File: config.mk
export PLATFORM = sky130hd
export DESIGN_NAME = pipe_beat_packer
export DESIGN_NICKNAME = d
export VERILOG_FILES = /design/src/rtl/pipe_beat_packer.sv
export SDC_FILE = /design/constraint.sdc
export NUM_CORES = 1
export LEC_CHECK = 0
export CAP_MARGIN = 5
export CORE_AREA = 2 2 54 56
export CTS_CLUSTER_SIZE = 14
export DETAILED_ROUTE_END_ITERATION = 10
export DIE_AREA = 0 0 56 58
export PLACE_DENSITY = 0.72
export SYNTH_ARGS = -nofsm -noshare
export SYNTH_HDL_FRONTEND = slang
export SYNTH_SLANG_ARGS = --single-unit
export TNS_END_PERCENT = 50
File: constraint.sdc
create_clock -name Clk -period 1.9 [get_ports Clk]
set_clock_uncertainty 0.05 [all_clocks]
set_input_delay 0.38 -clock Clk [delete_from_list [all_inputs] [get_ports Clk]]
set_output_delay 0.38 -clock Clk [all_outputs]
set_load 0.02 [all_outputs]
File: src/rtl/pipe_beat_packer.sv
// Packs RATIO consecutive DW-bit stream beats into one wide word on a valid/ready
// output; DataInLast closes a packet early with a zero-filled, beat-counted word.
module pipe_beat_packer #(
  parameter int unsigned DW    = 2,
  parameter int unsigned RATIO = 4,
  parameter int unsigned CW    = $clog2(RATIO + 1)
) (
  input  logic                Clk,
  input  logic                Rst,
  input  logic                Clear,
  input  logic [DW-1:0]       DataIn,
  input  logic                DataInVld,
  input  logic                DataInLast,
  output logic                DataInRdy,
  output logic [DW*RATIO-1:0] DataOut,
  output logic [CW-1:0]       DataOutCnt,
  output logic                DataOutLast,
  output logic                DataOutVld,
  input  logic                DataOutRdy
);

  localparam int unsigned WW = DW * RATIO;
  localparam int unsigned NW = $clog2(RATIO);
  localparam logic [NW-1:0] LAST_SLOT = NW'(RATIO - 1);

  logic [WW-1:0] r_acc;
  logic [NW-1:0] r_cnt;
  logic [WW-1:0] r_data_out;
  logic [CW-1:0] r_data_out_cnt;
  logic          r_data_out_last;
  logic          r_data_out_vld;

  logic          w_last_slot;
  logic          w_in_rdy;
  logic          w_accept;
  logic          w_complete;
  logic          w_drain;
  logic [WW-1:0] w_merged;

  // A beat that only extends the partial word never needs the output register.
  assign w_last_slot = (r_cnt == LAST_SLOT);
  assign w_in_rdy    = !Clear && (!r_data_out_vld || DataOutRdy ||
                                  (!w_last_slot && !DataInLast));
  assign w_accept    = DataInVld && w_in_rdy;
  assign w_complete  = w_accept && (w_last_slot || DataInLast);
  assign w_drain     = r_data_out_vld && DataOutRdy;

  // Slices above r_cnt are always zero in r_acc, so the merge is also the zero-filled word.
  always_comb begin
    w_merged = r_acc;
    w_merged[int'(r_cnt)*DW +: DW] = DataIn;
  end

  always_ff @(posedge Clk or posedge Rst) begin
    if (Rst) begin
      r_acc           <= '0;
      r_cnt           <= '0;
      r_data_out      <= '0;
      r_data_out_cnt  <= '0;
      r_data_out_last <= 1'b0;
      r_data_out_vld  <= 1'b0;
    end else if (Clear) begin
      r_acc           <= '0;
      r_cnt           <= '0;
      r_data_out_last <= 1'b0;
      r_data_out_vld  <= 1'b0;
    end else begin
      if (w_complete) begin
        r_data_out      <= w_merged;
        r_data_out_cnt  <= CW'(r_cnt) + CW'(1);
        r_data_out_last <= DataInLast;
        r_data_out_vld  <= 1'b1;
        r_acc           <= '0;
        r_cnt           <= '0;
      end else begin
        if (w_accept) begin
          r_acc <= w_merged;
          r_cnt <= r_cnt + NW'(1);
        end
        if (w_drain) begin
          r_data_out_vld <= 1'b0;
        end
      end
    end
  end

  assign DataInRdy   = w_in_rdy;
  assign DataOut     = r_data_out;
  assign DataOutCnt  = r_data_out_cnt;
  assign DataOutLast = r_data_out_last;
  assign DataOutVld  = r_data_out_vld;

endmodule

# Yosys cells after proc, flatten, opt, wreduce, memory -nomap -nowiden
# Index checks and enable logic that the tools add are counted.
# W data, S select, Z words.
[word_totals]
ff_bits = 23
inputBits = 8
output_inout_bits = 14
word_cells = 41
[classes]
addsub = 3
n_eq_ne = 1
n_shift = 2
mux = 12
bitwise_logic = 1
n_reduce_logical = 16
[op_table]
columns = ["op", "count"]
rows = [
  ["$neg A3 Y34", 1],
  ["$shift A2 B34 Y8 const A", 1],
  ["$shiftx A2 B34 Y8", 1],
  ["$mux W8", 3],
  ["$bwmux W8", 1],
  ["$mux W2", 3],
  ["$reduce_bool A3 Y1", 2],
  ["$logic_and A1 B1 Y1", 5],
  ["$mux W1", 5],
  ["$logic_not A1 Y1", 4],
  ["$add A2 B1 Y3 const B", 1],
  ["$logic_or A1 B1 Y1", 3],
  ["$add A2 B1 Y2 const B", 1],
  ["$eq A2 B2 Y1 const B", 1],
  ["$reduce_and A2 Y1", 1],
  ["$reduce_bool A2 Y1", 1],
  ["$not A1 Y1", 1],
]

# Logic depth before layout (Yosys ltp)
[logic_depth]
ltp_word = 9
ltp_mapped = 6
depth_no_buf = 6

# Least setup slack after synthesis
# OpenSTA, ideal clock, no wires.
[synth_path]
path_type = "flip-flop to flip-flop"
from = "register r_cnt[0]"
to = "register r_acc[5]"
setup_ns = 0.064
t_arrival_ns = 1.777
path_slack_ns = 0.009
path_stages_with_launch = 7
n_path_buf = 0
synth_period_minus_slack_ns = 1.891
path_cell_list = "dfrtp_1 > inv_1 > ha_1 > nand3b_1 > or4b_4 > a21oi_2 > a21o_1"
[synth_between]
elab_chain_len = 9
elab_cells_between_ends = 16
[synth_lines]
columns = ["element", "line", "source"]
rows = [
  ["start, declared", "27", "logic [NW-1:0] r_cnt;"],
  ["start signal, assigned", "78", "r_cnt <= r_cnt + NW'(1);"],
  ["branches (longest 9 deep; another with $neg A3 Y34)", "--", ""],
  ["end signal, assigned", "77", "r_acc <= w_merged;"],
  ["end, declared", "26", "logic [WW-1:0] r_acc;"],
]
# Several ways; the timed one is not identified. The select of a mux whose other input is x is not followed.
# A chain may end at the register's enable or synchronous reset.

# Final worst setup path
# Ends and elaborated chain as after synthesis.

==> flow_summary.json <==
{
  "grt_pass1_vias": 969,
  "timing.final.crit_period_ps": 1834,
  "synthTopCellsByArea": "dfrtp_1, ha_1, nor2_1, a21oi_1, a31oi_1",
  "drt_pass1_iterations": 4,
  "num_rows": 19,
  "min_path_type": "in -> async",
  "ys.flop_type": "dfrtp_1",
  "yosys.area.top_type": "dfrtp_1",
  "insertion_delay_ps": 310,
  "stdcell_count": 188,
  "synthCells": 112,
  "max-vdd-ir-drop_uv": 464.9,
  "placed_cell_area_sq_mm": 0.001550,
  "drt-total-wl_um": 2546,
  "die_y_um": 58,
  "dpl.hpwl_um": 1831,
  "clock_sinks": 23,
  "num_antenna_cells": 0,
  "cp-startpoint": "r_cnt[0]",
  "finalCritPeriodShare_pct": 96.50,
  "syn_nets": 126,
  "io_pins": 22,
  "tightestPinTransition_ps": 348.5,
  "grt_usage_pct": 16.67,
  "via_per_inst": 5.133,
  "syn_area_sq_mm": 0.001174,
  "clockBufferDepth": 2,
  "gp_congestion": 0.8268,
  "max_cap_violations": 0,
  "h-tree-depth": 1,
  "drcViolationCount": 0,
  "start_util_pct": 44.08,
  "drv_slew": 0,
  "regToRegEndpoint": "r_acc[5]",
  "design_area_sq_mm": 0.001632,
  "top_usage_layer": "met2",
  "slowest_stage": "or4b_4",
  "cp_max_fo": 6,
  "arrival_ps": 2040,
  "setup.worst_path.start_class": "register",
  "power_mw": 1.086,
  "ff2ff_setup_slack_ps": 70,
  "relSlewSlack_pct": 76.57,
  "power_leakage_nw": 0.7443,
  "synth_edf_count": 0,
  "synthDominantCellAreaShare_pct": 49.04,
  "vias": 965,
  "antenna_found_initial": 0,
  "cts_root_buffer": "clkbuf_4",
  "hold_slack_ps": 349.5,
  "synth_cell_types": 33,
  "placed_cells": 180,
  "finalHoldViolations": 0,
  "synth.avg_cell_area_sq_um": 10.48,
  "slowest_delay_ps": 540,
  "grt_max_degree": 24,
  "cts_tree": "built",
  "io_buffers": 21,
  "worstSetupPathType": "reg -> reg",
  "use_met2_pct": 28.74,
  "crit_chain": "buf_6 > inv_1 > ha_4 > nand3b_1 > or4b_4 > a21oi_2 > a21o_1",
  "finalSetupViolCount": 0,
  "status": "finished clean",
  "die_w_um": 56,
  "final_nets": 172,
  "overflow": 0,
  "drive_gt1_share_pct": 26.11,
  "grtUsageMet3_pct": 2.679,
  "numCtsBuffers": 3,
  "rr_startpoint": "r_cnt[0]",
  "fmax_ghz": 0.5454,
  "core_sq_mm": 0.002663,
  "use_met1_pct": 21.60,
  "syn_to_final_growth_pct": 39.02,
  "antenna_left": 0,
  "reg2regPathDepth": 7,
  "power.density_mw_per_mm2": 665.5,
  "ys_warn_count": 0,
  "async_flop_share_pct": 100.0,
  "wl_per_cell_um": 13.54,
  "end_kind": "register",
  "drt-initial-drc-count": 15,
  "dieArea_sq_mm": 0.003248,
  "synth-seq-area-share_pct": 49.04,
  "clk_pin_slew_ps": 130,
  "grt_pass1_wl_um": 4291,
  "cp_data_required_time_ps": 2110,
  "ys_ff_latch": 23,
  "crit_end": "r_acc[5]",
  "holdBufCountCts": 0
}
==> cell usage in the layout, fill, tap and decap left out, types with 2 or more instances in the layout <==
cell type        count
inv_1                3
nand2b_1             4
a22o_1               2
dfrtp_1             23
o2bb2ai_1            4
a21oi_1             10
inv_2                2
a31oi_1              7
clkbuf_4             3
nand3_1              3
nand2_1              3
buf_4               24
and2b_1              2
nor2_1              14
o21ai_1              2
a21oi_2              2
a21o_1               3
ha_1                 3
clkdlybuf4s50_1     20
nor2b_1              3
ha_2                 2
==> cells in the mapped netlist, drive strengths merged (3+ instances only) <==
cell and n:
a31oi 7, o2bb2ai 4, nand3 3, inv 5, ha 6, a21oi 12, a21o 3, nand2 3
buf 4, nor2 15, nand2b 4, nor2b 3, dfrtp 23
==> worst min path at each step <==
stage / endpoint / slack [ps]
finish: r_cnt[1] / 350
global route: r_cnt[1] / 380
CTS: DataOutCnt[0] / 350
detailed placement: r_acc[0] / 420
global placement: r_acc[4] / 410
floorplan: DataOutCnt[0] / 330
==> per-stage QoR <==
step | worst slack (ps) | TNS [ps] | utilization, %
floorplan | 8.709 | 0 | -
global placement | -225.4 | -403.1 | 58.22
detailed placement | -262.6 | -670.7 | 58.22
CTS | 5.991 | 0 | 59.07
global route | -26.77 | -26.77 | 61.28
finish | 66.41 | 0 | 61.28
==> worst max-delay path: cells and delay by family (launching register included) <==
family	cells	cell delay [ps]
buffers and inverters	2	210
AO/OA/AOI/OAI	2	220
flip-flops	1	390
AND/OR/NAND/NOR	2	650
adder cells (fa/ha/maj)	1	270
==> sequential cells by signal, indices dropped and copies added, names as in the netlist <==
name	flops
DataOut	8
r_acc	8
DataOutCnt	3
r_cnt	2
DataOutLast	1
DataOutVld	1
==> area by class of cell <==
| cell class | count | area, sq um |
|---|---|---|
| Clock buffer | 3 | 22.52 |
| Fill cell | 237 | 1031 |
| Inverter | 5 | 18.77 |
| Clock inverter | 1 | 5.005 |
| Multi-Input combinational cell | 80 | 579.3 |
| Sequential cell | 23 | 575.6 |
| Tap cell | 31 | 38.79 |
| Timing Repair Buffer | 45 | 391.6 |
==> what timing repair did <==
action                                  in CTS  in global routing
setup buffers                                0                  4
pin swaps                                    0                  1
endpoints found under the setup margin       1                 12
resized for setup                            4                  7
==> layer usage <==
layer / vias up / part of all wire, %
met5: - / 0
met4: 0 / 0.47
met3: 2 / 4.6
met2: 19 / 48
met1: 448 / 47
li1: 496 / -
==> power by group <==
part / switching [mW] / internal (mW)
sequential: 0.0215 / 0.532
combinational: 0.153 / 0.155
clock: 0.145 / 0.0785
total: 0.320 / 0.766
==> cell families after synthesis <==
family,count (synthesis),synth area share (%)
AOI/OAI and AO/OA,33,18.98
muxes,1,0.9594
adders and majority gates,6,6.396
and+or+nand+nor,40,21.11
buffers and inverters,9,3.517
DFF,23,49.04
Note: power is estimated with default switching activity, not from simulation.
